===== src/rtl/mcht_pkg.sv =====
`default_nettype none
// ============================================================================
//  Module      : mcht_pkg
//  Description : Shared launcher state encoding and pointer/count width helpers.
//  Revision    : 1.0 - initial release
// ============================================================================
package mcht_pkg;

    typedef enum logic [1:0] {
        IDLE   = 2'd0,
        LAUNCH = 2'd1,
        BUSY   = 2'd2,
        GAP    = 2'd3
    } state_t;

    function automatic int ptr_w(input int depth);
        return (depth > 1) ? $clog2(depth) : 1;
    endfunction

    // Occupancy needs one extra bit so that "full" (== depth) is representable.
    function automatic int cnt_w(input int depth);
        return $clog2(depth) + 1;
    endfunction

endpackage
`default_nettype wire


===== src/rtl/mcht_tx_queue_if.sv =====
`default_nettype none
// ============================================================================
//  Module      : mcht_tx_queue_if
//  Description : Host-write and encoder-launch signal bundle of the TX queue.
//  Revision    : 1.0 - initial release
// ============================================================================
interface mcht_tx_queue_if
    import mcht_pkg::*;
#(
    parameter int pMSG_LEN = 16,
    parameter int pDEPTH   = 4
);
    logic                         IN_VLD;
    logic [pMSG_LEN-1:0]          IN_MSG;
    logic                         IN_RDY;
    logic                         TX_VLD;
    logic [pMSG_LEN-1:0]          TX_MSG;
    logic                         TX_DNE;
    logic [cnt_w(pDEPTH)-1:0]     Q_CNT;
    logic                         TMO_ERR;

    modport master (
        output IN_VLD, IN_MSG, TX_DNE,
        input  IN_RDY, TX_VLD, TX_MSG, Q_CNT, TMO_ERR
    );

    modport slave (
        input  IN_VLD, IN_MSG, TX_DNE,
        output IN_RDY, TX_VLD, TX_MSG, Q_CNT, TMO_ERR
    );
endinterface
`default_nettype wire


===== src/rtl/mcht_sync_fifo.sv =====
`default_nettype none
// ============================================================================
//  Module      : mcht_sync_fifo
//  Description : Single-clock FIFO with show-ahead head data and occupancy.
//  Revision    : 1.0 - initial release
// ============================================================================
module mcht_sync_fifo
    import mcht_pkg::*;
#(
    parameter int WIDTH = 16,
    parameter int DEPTH = 4
) (
    input  wire logic                      clk,
    input  wire logic                      rst,
    input  wire logic                      i_push,
    input  wire logic [WIDTH-1:0]          i_data,
    input  wire logic                      i_pop,
    output logic      [WIDTH-1:0]          o_data,
    output logic      [cnt_w(DEPTH)-1:0]   o_count
);
    localparam int c_PW = ptr_w(DEPTH);
    localparam int c_CW = cnt_w(DEPTH);

    logic [WIDTH-1:0] r_mem [DEPTH];
    logic [c_PW-1:0]  r_wr_ptr;
    logic [c_PW-1:0]  r_rd_ptr;
    logic [c_CW-1:0]  r_count;
    logic             w_do_push;
    logic             w_do_pop;

    // DEPTH is a power of two, so pointers wrap by natural overflow.
    assign w_do_push = i_push && (r_count != c_CW'(DEPTH));
    assign w_do_pop  = i_pop  && (r_count != '0);

    always_ff @(posedge clk or posedge rst) begin
        if (rst) begin
            r_wr_ptr <= '0;
            r_rd_ptr <= '0;
            r_count  <= '0;
        end else begin
            if (w_do_push) r_wr_ptr <= r_wr_ptr + c_PW'(1);
            if (w_do_pop)  r_rd_ptr <= r_rd_ptr + c_PW'(1);
            case ({w_do_push, w_do_pop})
                2'b10:   r_count <= r_count + c_CW'(1);
                2'b01:   r_count <= r_count - c_CW'(1);
                default: r_count <= r_count;
            endcase
        end
    end

    always_ff @(posedge clk) begin
        if (w_do_push) r_mem[r_wr_ptr] <= i_data;
    end

    assign o_data  = r_mem[r_rd_ptr];
    assign o_count = r_count;

endmodule
`default_nettype wire


===== src/rtl/mcht_tx_queue.sv =====
`default_nettype none
// ============================================================================
//  Module      : mcht_tx_queue
//  Description : TX message queue and frame launcher ahead of the Manchester
//                encoder; enforces an idle gap between frames.
//                Optional busy timeout enabled by MCHT_TXQ_TIMEOUT_EN.
//  Revision    : 1.0 - initial release
// ============================================================================
module mcht_tx_queue
    import mcht_pkg::*;
#(
    parameter int pMSG_LEN = 16,
    parameter int pDEPTH   = 4,
    parameter int pGAP     = 8,
    parameter int pTMO     = 1024
) (
    input  wire logic      CLK_25M,
    input  wire logic      RST,
    mcht_tx_queue_if.slave bus
);
    localparam int              c_CW     = cnt_w(pDEPTH);
    localparam int              c_GW     = (pGAP > 1) ? $clog2(pGAP) : 1;
    localparam logic [c_GW-1:0] c_GAP_LD = c_GW'((pGAP > 0) ? pGAP - 1 : 0);

    state_t              r_state;
    state_t              w_state_nxt;
    logic [c_GW-1:0]     r_gap_cnt;
    logic [pMSG_LEN-1:0] r_tx_msg;
    logic [pMSG_LEN-1:0] w_head;
    logic [c_CW-1:0]     w_count;
    logic                w_push;
    logic                w_pop;
    logic                w_tmo;

    // Ready comes from registered occupancy only: a same-cycle pop frees no slot.
    assign w_push = bus.IN_VLD && bus.IN_RDY;

    mcht_sync_fifo #(
        .WIDTH (pMSG_LEN),
        .DEPTH (pDEPTH)
    ) u_fifo (
        .clk     (CLK_25M),
        .rst     (RST),
        .i_push  (w_push),
        .i_data  (bus.IN_MSG),
        .i_pop   (w_pop),
        .o_data  (w_head),
        .o_count (w_count)
    );

`ifdef MCHT_TXQ_TIMEOUT_EN
    localparam int c_TW = (pTMO > 1) ? $clog2(pTMO) : 1;

    logic [c_TW-1:0] r_tmo_cnt;

    always_ff @(posedge CLK_25M or posedge RST) begin
        if (RST)                    r_tmo_cnt <= '0;
        else if (r_state == LAUNCH) r_tmo_cnt <= '0;
        else if (r_state == BUSY)   r_tmo_cnt <= r_tmo_cnt + c_TW'(1);
    end

    // A done pulse in the expiry cycle wins, so no error is flagged then.
    assign w_tmo = (r_state == BUSY) && !bus.TX_DNE && (r_tmo_cnt == c_TW'(pTMO - 1));
`else
    assign w_tmo = 1'b0;
`endif

    always_comb begin
        w_state_nxt = r_state;
        w_pop       = 1'b0;
        case (r_state)
            IDLE: begin
                if (w_count != '0) begin
                    w_state_nxt = LAUNCH;
                    w_pop       = 1'b1;
                end
            end
            LAUNCH:  w_state_nxt = BUSY;
            BUSY: begin
                if (bus.TX_DNE || w_tmo) w_state_nxt = (pGAP > 0) ? GAP : IDLE;
            end
            GAP: begin
                if (r_gap_cnt == '0) w_state_nxt = IDLE;
            end
            default: w_state_nxt = IDLE;
        endcase
    end

    always_ff @(posedge CLK_25M or posedge RST) begin
        if (RST) begin
            r_state   <= IDLE;
            r_gap_cnt <= '0;
            r_tx_msg  <= '0;
        end else begin
            r_state <= w_state_nxt;
            if (w_pop) r_tx_msg <= w_head;
            if (r_state == BUSY && w_state_nxt == GAP)
                r_gap_cnt <= c_GAP_LD;
            else if (r_state == GAP && r_gap_cnt != '0)
                r_gap_cnt <= r_gap_cnt - c_GW'(1);
        end
    end

    assign bus.IN_RDY  = (w_count != c_CW'(pDEPTH));
    assign bus.TX_VLD  = (r_state == LAUNCH);
    assign bus.TX_MSG  = r_tx_msg;
    assign bus.Q_CNT   = w_count;
    assign bus.TMO_ERR = w_tmo;

endmodule
`default_nettype wire


===== src/flat_wrapper.sv =====
// flat-port wrapper written by rule: the top's interface ports become plain ports
module mcht_tx_queue_flat import mcht_pkg::*;
#(
    parameter int pMSG_LEN = 16,
    parameter int pDEPTH   = 4,
    parameter int pGAP     = 8,
    parameter int pTMO     = 1024
)
  (CLK_25M, RST, bus_IN_VLD, bus_IN_MSG, bus_TX_DNE, bus_IN_RDY, bus_TX_VLD, bus_TX_MSG, bus_Q_CNT, bus_TMO_ERR);
  mcht_tx_queue_if #(.pMSG_LEN(pMSG_LEN), .pDEPTH(pDEPTH)) bus_i ();
  input  wire logic CLK_25M;
  input  wire logic RST;
  input wire logic [$bits(bus_i.IN_VLD)-1:0] bus_IN_VLD;
  input wire logic [$bits(bus_i.IN_MSG)-1:0] bus_IN_MSG;
  input wire logic [$bits(bus_i.TX_DNE)-1:0] bus_TX_DNE;
  output wire logic [$bits(bus_i.IN_RDY)-1:0] bus_IN_RDY;
  output wire logic [$bits(bus_i.TX_VLD)-1:0] bus_TX_VLD;
  output wire logic [$bits(bus_i.TX_MSG)-1:0] bus_TX_MSG;
  output wire logic [$bits(bus_i.Q_CNT)-1:0] bus_Q_CNT;
  output wire logic [$bits(bus_i.TMO_ERR)-1:0] bus_TMO_ERR;
  assign bus_i.IN_VLD = bus_IN_VLD;
  assign bus_i.IN_MSG = bus_IN_MSG;
  assign bus_i.TX_DNE = bus_TX_DNE;
  assign bus_IN_RDY = bus_i.IN_RDY;
  assign bus_TX_VLD = bus_i.TX_VLD;
  assign bus_TX_MSG = bus_i.TX_MSG;
  assign bus_Q_CNT = bus_i.Q_CNT;
  assign bus_TMO_ERR = bus_i.TMO_ERR;
  mcht_tx_queue #(.pMSG_LEN(pMSG_LEN), .pDEPTH(pDEPTH), .pGAP(pGAP), .pTMO(pTMO)) u_core (.CLK_25M(CLK_25M), .RST(RST), .bus(bus_i));
endmodule

===== config.mk =====
export PLATFORM = sky130hd
export DESIGN_NAME = mcht_tx_queue_flat
export DESIGN_NICKNAME = d
export VERILOG_FILES = /design/src/rtl/mcht_pkg.sv /design/src/rtl/mcht_tx_queue_if.sv /design/src/rtl/mcht_sync_fifo.sv /design/src/rtl/mcht_tx_queue.sv /design/src/flat_wrapper.sv
export SDC_FILE = /design/constraint.sdc
export NUM_CORES = 1
export LEC_CHECK = 0
export ABC_AREA = 1
export CORE_MARGIN = 5
export CORE_UTILIZATION = 30
export CTS_BUF_LIST = sky130_fd_sc_hd__clkbuf_4
export DETAILED_ROUTE_END_ITERATION = 6
export PLACE_DENSITY = 0.45
export REMOVE_ABC_BUFFERS = 1
export SYNTH_ARGS = -nofsm -noshare
export SYNTH_HDL_FRONTEND = slang
export SYNTH_SLANG_ARGS = --single-unit

===== constraint.sdc =====
create_clock -name CLK_25M -period 1.99 [get_ports CLK_25M]
set_input_delay 0.398 -clock CLK_25M [delete_from_list [all_inputs] [get_ports CLK_25M]]
set_output_delay 0.398 -clock CLK_25M [all_outputs]
set_load 0.01 [all_outputs]

==> results of run 1 <==
[kinds of logic (layout without fill, tap and decap cells)]
family | after synthesis | count (layout)
buf+inv | 100 | 157
compound gates | 5 | 5
flops | 92 | 92
other cells | 1 | 1
xor+xnor | 4 | 4
simple gates | 196 | 196
fa+ha+maj | 8 | 8
[per-layer routing]
layer / vias to the layer above / routed length [um] / global-route usage (%)
li1: 1349 / - / -
met1: 1219 / 3930 / 14.5
met2: 46 / 3790 / 17.1
met3: 5 / 343 / 3.87
met4: 0 / 61 / 2.65
met5: - / 0 / 0
[stage by stage]
step,cells,setup TNS (ns),hold slack [ns],setup WS [ns],total power [mW]
2_1_floorplan,392,-0.120,0.463,-0.120,4.52
3_5_place_dp,620,-0.00630,0.465,-0.00630,5.73
3_3_place_gp,620,0,0.464,0.0416,5.69
5_1_grt,639,0,0.358,0.0112,7.27
6_report,639,0,0.341,0.101,6.68
4_1_cts,639,0,0.313,0.00802,6.84
[state kept, by name, indices dropped and copies added, names as in the netlist]
register,flops
u_core.u_fifo.r_wr_ptr,2
u_core.u_fifo.r_rd_ptr,2
u_core.r_state,2
u_core.r_gap_cnt,3
u_core.u_fifo.r_mem,64
u_core.u_fifo.o_count,3
u_core.bus.TX_MSG,16
[placed cells by master, fill, tap and decap left out, types with 2 or more instances in the layout]
cell	instances
buf_12	2
o21ai_0	3
clkdlybuf4s50_1	37
nand3_1	38
dlymetal6s2s_1	2
edfxtp_1	64
dfrtp_1	27
clkbuf_4	12
xor2_1	3
buf_4	13
nand2_2	3
inv_1	82
nor2_1	6
inv_2	3
nand2_1	147
ha_1	7
[what timing repair did]
item                                    CTS  global route
gates resized for setup                   2             2
endpoints found under the setup margin    2             2
buffers inserted                          3             0
hold buffers                              0             0
[worst paths after layout]
path                       slack (ns)                        to  depth (start not counted)                  from
hold / removal                   0.34      u_core.bus.TX_MSG[7]                          3                   RST
min in group CLK_25M             0.49      u_core.bus.TX_MSG[5]                          2  u_core.bus.TX_MSG[5]
max in group asynchronous        1.33  u_core.u_fifo.o_count[0]                          3                   RST
setup reg to reg                 0.12  u_core.u_fifo.o_count[2]                         10     u_core.r_state[1]
setup / recovery                 0.10                bus_TX_VLD                          3     u_core.r_state[0]
hold reg to reg                  0.49      u_core.bus.TX_MSG[5]                          2  u_core.bus.TX_MSG[5]
[worst reg2reg max path, delay by kind of cell (launching register included)]
kind | cells | cell delay [ns]
buffers and inverters | 3 | 0.29
adders and majority gates | 2 | 0.57
DFF | 1 | 0.40
and+or+nand+nor | 3 | 0.22
xor gates and xnor gates | 1 | 0.15
AOI/OAI and AO/OA | 1 | 0.14
[final cells by class]
class / count / area, um2 / area share, %
clock buffer: 12 / 90.1 / 1.86
clock inverter: 4 / 50.0 / 1.03
inverter: 86 / 325 / 6.72
multi-input combinational: 214 / 987 / 20.4
sequential: 92 / 2620 / 54.2
tap: 176 / 220 / 4.55
timing repair buffer: 55 / 542 / 11.2
[report_power, final]
group | leakage [nW] | switching (mW) | total, mW | internal (mW)
registers | 0.923 | 0.214 | 2.83 | 2.62
logic | 1.28 | 1.67 | 2.80 | 1.13
clock network | 0.0752 | 0.614 | 1.04 | 0.425
total | 2.28 | 2.50 | 6.68 | 4.18
==> results.cfg, run 1 <==
[place]
io_buffers = 40
gp_congestion = 0.760
placed_cell_area_um2 = 4670
dpl.hpwl_um = 5220

[synth]
ys_warn_count = 0
yosysSeqAreaShare_pct = 64.6
synthMuxAreaShare_pct = 0
synth_edf_count = 64
synth_xor_area_share_pct = 0.863
synthAdderAreaFrac_pct = 2.65
synth_flop_cell = edfxtp_1
synth_top_family_by_area = simple AND/OR/NAND/NOR gates
synthArstFlopShare_pct = 30.4
yosys.area.top_type = edfxtp_1
synthTopCellsByCount = nand2_1 (147), inv_1 (82), edfxtp_1 (64), nand3_1 (38), dfrtp_1 (28)
synth_cell_type_count = 22
mappedNetlistArea_um2 = 4060
synth-compound-area-share_pct = 0.709
synth_seq_cells = 92
synth.area.top_cells = edfxtp_1 (47%), dfrtp_1 (17%), nand2_1 (14%)
synthSimpleGateAreaFrac_pct = 20.0
syn_avg_cell_area_um2 = 9.99
synth.most_common_cell = nand2_1
synthCells = 406
synthDominantCellAreaShare_pct = 47.4

[global_routing]
antenna_found_initial = 0
grt_max_degree = 34
grt_first_pass_wirelength_um = 13400
grt_pass1_vias = 2535
grt_usage_pct = 10.9
gr-total-overflow = 0

[floorplan]
initial_core_util_pct = 30.6
placeableCoreArea_um2 = 13200
dieArea_um2 = 16000
rows = 42
die_h_um = 126
io_pins = 42
die_w_um = 126

[critical_path]
cp_cell_sequence = inv_2, nor2_1, clkdlybuf4s50_1
crit_buf_inv = 2
required_ns = 1.59
worstSetupEndpointType = output pin
cp_top_family = buffers and inverters
cp_slowest_cell = clkdlybuf4s50_1
critPathMaxStageDelay_ns = 0.54
arrival_ns = 1.49
worstPathMaxFanout = 7
cp-start-kind = flip-flop
crit_type = reg -> out

[sta]
finalHoldViolations = 0
rsz0062_at_grt = no
setup_viol = 0
clock.fmax_mhz = 530
skew_ns = 0.0131
slew_violations = 0
final.min_clock_period_ns = 1.89
fin_crit_sh_pct = 94.9

[detailed_routing]
routed_wl_um = 8130
vias = 2619
vias_per_cell = 4.10
drc = 0
detail_route.wl_per_cell_um = 12.7
drt-initial-drc-count = 80
ant_nets = 0
dr.pass1.iters = 4

[job]
drv_cap = 0

[final_layout]
design_area_um2 = 4840
drive_above_1_share_pct = 8.86
nFillCells = 1394
area_delta_synth_final_pct = 19.2
utilization_pct = 36.5
layout.nets = 486
num_antenna_cells = 0

[clocking]
cts.sinks = 92
root_buffer = clkbuf_4
ctsHtreeMaxLevel = 3
numCtsBuffers = 9
tritoncts = done
path_clk_slew_ns = 0.14
clkLatencyLatePin_ns = 0.44
cts_max_path_buffers = 2

[power]
vdd_drop_max_mv = 0.530
power_leakage_nw = 2.28
p_per_area_nw_per_um2 = 1380

[min_path]
hp-class = in -> async

[run_status]
status = completed
Note: power is estimated with default switching activity, not from simulation.
==> run 2: changes to the inputs <==
--- a/config.mk
+++ b/config.mk
@@ -6,10 +6,10 @@
 export NUM_CORES = 1
 export LEC_CHECK = 0
 export ABC_AREA = 1
-export CORE_MARGIN = 5
 export CORE_UTILIZATION = 30
 export CTS_BUF_LIST = sky130_fd_sc_hd__clkbuf_4
 export DETAILED_ROUTE_END_ITERATION = 6
+export HOLD_SLACK_MARGIN = 0.06
 export PLACE_DENSITY = 0.45
 export REMOVE_ABC_BUFFERS = 1
 export SYNTH_ARGS = -nofsm -noshare
==> results.cfg, run 2 (synthesis results as in run 1) <==
[final_layout]
layout_commonest_cell = nand2_1
nFillCells = 1384
area_delta_synth_final_pct = 18.6
num_antenna_cells = 0
seqCellArea_um2 = 2630
multiInputGateArea_um2 = 987
layout.nets = 487
drive_above_1_share_pct = 9.05
regMostFlops = u_core.u_fifo.r_mem
mostFrequentLayoutCells = nand2_1 (147), inv_1 (82), edfxtp_1 (64)
largest_reg_flops = 64

[critical_path]
required_ns = 1.59
cp-start-kind = flip-flop
arrival_ns = 1.49
rrSetupSlack_ns = 0.20
crit_type = reg -> out
worstSetupEndpointType = output pin
r2r_cells = 9
reg2reg_to = u_core.u_fifo.o_count[2]
r2r-start = u_core.r_state[1]
worstPathMaxFanout = 3

[clocking]
numCtsBuffers = 9
cts.sinks = 92
tritoncts = done
clkLatencyLatePin_ns = 0.42
cts_max_path_buffers = 2
root_buffer = clkbuf_4
path_clk_slew_ns = 0.14
ctsHtreeMaxLevel = 3
cts-hold-fix-buffers = 0

[detailed_routing]
dr.pass1.iters = 4
vias = 2652
drt-initial-drc-count = 110
vias_per_cell = 4.14
detail_route.wl_per_cell_um = 12.8
ant_nets = 0
routed_wl_um = 8210
drc = 0

[floorplan]
placeableCoreArea_um2 = 13200
io_pins = 42
die_w_um = 118
die_h_um = 118
initial_core_util_pct = 30.6
dieArea_um2 = 14000
rows = 42

[sta]
setup_viol = 0
setup_ws_ns = 0.0991
final.min_clock_period_ns = 1.89
clock.fmax_mhz = 529
fin_crit_sh_pct = 95.0
finalHoldViolations = 0
slew_violations = 0
skew_ns = 0.0139
rsz0062_at_grt = no

[power]
power_leakage_nw = 2.27
vdd_drop_max_mv = 0.536
power_mw = 6.53
p_per_area_nw_per_um2 = 1360

[global_routing]
grt_first_pass_wirelength_um = 13600
gr-total-overflow = 0
grt_usage_pct = 12.9
grt_pass1_vias = 2543
grt_max_degree = 34
antenna_found_initial = 0

[min_path]
hp-class = in -> async

[place]
dpl.hpwl_um = 5190
place_ws_ns = 0.0217
io_buffers = 40
gp_congestion = 0.697

[job]
drv_cap = 0

[run_status]
status = completed
==> run 2: how the worst max path moves through the flow <==
stage                                        start                        to  slack, ns  cells after the start
after global placement                  bus_IN_VLD  u_core.u_fifo.o_count[2]       0.05                      8
after CTS                        u_core.r_state[1]                bus_TX_VLD       0.03                      2
after detailed placement                bus_IN_VLD  u_core.u_fifo.o_count[2]       0.02                      8
final                     u_core.u_fifo.o_count[1]              bus_Q_CNT[1]        0.1                      2
after global routing      u_core.u_fifo.o_count[1]              bus_Q_CNT[1]       0.02                      2
after floorplan           u_core.u_fifo.o_count[0]  u_core.u_fifo.o_count[2]      -0.12                      8
==> run 2: routing by layer <==
layer	vias up	GRT usage (%)	wire length [um]
met5	-	0	0
met4	0	5.29	103
met3	9	2.12	238
met2	37	21.1	3960
met1	1256	16.9	3910
li1	1350	-	-
==> run 2: critical path, stage by stage (launching register included) <==
cell             delay (ns)
dfrtp_1                0.42
buf_4                  0.14
clkdlybuf4s50_1        0.52
==> run 2: cell type report <==
type | instances | share of cell area [%]
inverters | 86 | 6.76
flip-flops and latches | 92 | 54.6
multi-input cells | 214 | 20.5
clock buffers | 12 | 1.87
clock inverters | 4 | 0.364
well taps | 176 | 4.58
repair buffers | 56 | 11.4
==> run 2: where the power goes <==
| part | switching (mW) | leakage (nW) | total [mW] | internal, mW |
|---|---|---|---|---|
| sequential | 0.243 | 0.922 | 2.86 | 2.62 |
| clock | 0.572 | 0.0662 | 0.861 | 0.289 |
| combinational | 1.66 | 1.28 | 2.81 | 1.15 |
| total | 2.48 | 2.27 | 6.53 | 4.06 |
==> run 2: metrics by stage <==
step                      utilization, %  std cells  hold WS (ns)  instance area (um2)  setup TNS, ns
after floorplan                        -        392         0.463                 3940         -0.120
after global placement              35.3        621         0.464                 4680              0
after detailed placement            35.3        621         0.465                 4680              0
after CTS                           36.3        639         0.352                 4800              0
after global routing                36.3        640         0.391                 4810              0
final                               36.3        640         0.357                 4810              0
==> run 2: repair_timing <==
item / 4_1_cts / 5_1_grt
resized for setup: 2 / 2
buffers inserted: 2 / 1
setup endpoints to repair: 1 / 1
==> run 3: changes to the inputs <==
--- a/config.mk
+++ b/config.mk
@@ -11,6 +11,7 @@
 export DETAILED_ROUTE_END_ITERATION = 6
 export HOLD_SLACK_MARGIN = 0.06
 export PLACE_DENSITY = 0.45
+export RECOVER_POWER = 50
 export REMOVE_ABC_BUFFERS = 1
 export SYNTH_ARGS = -nofsm -noshare
 export SYNTH_HDL_FRONTEND = slang
==> results.cfg, run 3 (synthesis results as in run 1) <==
[power]
power_leakage_nw = 2.27
power_mw = 6.50
vdd_drop_max_mv = 0.535
p_per_area_nw_per_um2 = 1360

[clocking]
cts.sinks = 92
cts_max_path_buffers = 2
root_buffer = clkbuf_4
ctsHtreeMaxLevel = 3
numCtsBuffers = 9
tritoncts = done
clkLatencyLatePin_ns = 0.42
path_clk_slew_ns = 0.13

[place]
place_ws_ns = 0.0217
io_buffers = 40
dpl.hpwl_um = 5190
gp_congestion = 0.697

[min_path]
hold_start = u_core.bus.TX_MSG[10]
holdPathStages = 2
hold_end = u_core.bus.TX_MSG[10]
hp-class = reg -> reg

[floorplan]
dieArea_um2 = 14000
die_h_um = 118
initial_core_util_pct = 30.6
rows = 42
die_w_um = 118
io_pins = 42
placeableCoreArea_um2 = 13200

[critical_path]
crit_buf_inv = 2
worstPathMaxFanout = 3
cp_cell_sequence = buf_4, clkdlybuf4s50_1
worstSetupEndpointType = output pin
cp_top_family = buffers and inverters
cp-start-kind = flip-flop
r2r_cells = 9
critPathMaxStageDelay_ns = 0.52
crit_path_start = u_core.u_fifo.o_count[1]
required_ns = 1.59
crit_type = reg -> out
arrival_ns = 1.49
cp_slowest_cell = clkdlybuf4s50_1
rrSetupSlack_ns = 0.16
reg2reg_to = u_core.u_fifo.o_count[2]
r2r-start = u_core.r_state[1]

[detailed_routing]
wl_met1_um = 3920
routed.top_layer = met4
drc = 0
ant_nets = 0
met3_length_um = 242
dr.pass1.iters = 4
routed_wl_um = 8190
detail_route.wl_per_cell_um = 12.8
vias = 2655
vias_per_cell = 4.15
dr_wl_met2_um = 3920
drt-initial-drc-count = 94

[global_routing]
grt_usage_pct = 12.9
grt_first_pass_wirelength_um = 13600
grt_max_degree = 34
grt_pass1_vias = 2543
antenna_found_initial = 0
gr-total-overflow = 0

[final_layout]
layout_commonest_cell = nand2_1
largest_reg_flops = 64
nFillCells = 1389
regMostFlops = u_core.u_fifo.r_mem
area_delta_synth_final_pct = 18.2
num_antenna_cells = 0
utilization_pct = 36.2
multiInputGateArea_um2 = 981
seqCellArea_um2 = 2630
drive_above_1_share_pct = 8.41
mostFrequentLayoutCells = nand2_1 (148), inv_1 (82), edfxtp_1 (64)
layout.nets = 487

[sta]
finalHoldViolations = 0
rsz0062_at_grt = no
slew_violations = 0
setup_ws_ns = 0.101
clock.fmax_mhz = 529
setup_viol = 0
fin_crit_sh_pct = 94.9
relSlewSlack_pct = 45.3
final.min_clock_period_ns = 1.89
worstMarginPinSlew_ns = 0.820
skew_ns = 0.0111

[job]
drv_cap = 0

[run_status]
status = completed
## run 3: changes by cell type in the layout (fill, tap and decap cells not counted)
cell / delta
clkdlybuf4s50_1: -17
dlygate4sd3_1: +17
buf_4: -3
clkbuf_2: +2
a21oi_1: +1
a21oi_2: -1
clkbuf_1: +1
nand2_1: +1
nand2_2: -1
## run 3: where the power goes
part           internal [mW]  total (mW)  switching [mW]
Clock                  0.289       0.861           0.571
Sequential              2.62        2.86           0.243
Combinational           1.12        2.78            1.66
Total                   4.03        6.50            2.47
## run 3: worst min-delay path: stages (launching register included)
cell	delay (ns)
dfrtp_1	0.37
nand2_1	0.05
nand2_1	0.05
## run 3: cell type report
cell class	instances	area share, %
flip-flops and latches	92	54.7
multi-input cells	214	20.4
repair buffers	56	11.2
inverters	86	6.78
well taps	176	4.59
clock buffers	12	1.88
clock inverters	4	0.365
## run 3: per-stage QoR
step	cells	hold WS, ns	setup TNS, ns	area (um2)
2_1_floorplan	392	0.463	-0.120	3940
6_report	640	0.496	0	4800
3_3_place_gp	621	0.464	0	4680
5_1_grt	640	0.527	0	4800
3_5_place_dp	621	0.465	0	4680
4_1_cts	639	0.352	0	4800
## run 3: worst max-delay path by stage
stage | depth (start not counted) | end
after CTS | 2 | bus_TX_VLD
after detailed placement | 8 | u_core.u_fifo.o_count[2]
final | 2 | bus_Q_CNT[1]
after global routing | 2 | bus_Q_CNT[1]
after global placement | 8 | u_core.u_fifo.o_count[2]
after floorplan | 8 | u_core.u_fifo.o_count[2]
## run 3: repair_timing
item | in CTS | in global routing
resized for setup | 2 | 2
hold endpoints to repair | 0 | 0
setup buffers | 2 | 1
hold buffers | 0 | 0
setup endpoints to repair | 1 | 1
## run 3: metal layers
| metal | track usage [%] | vias to the layer above |
|---|---|---|
| li1 | - | 1345 |
| met1 | 16.9 | 1264 |
| met2 | 21.1 | 37 |
| met3 | 2.12 | 9 |
| met4 | 5.29 | 0 |
| met5 | 0 | - |
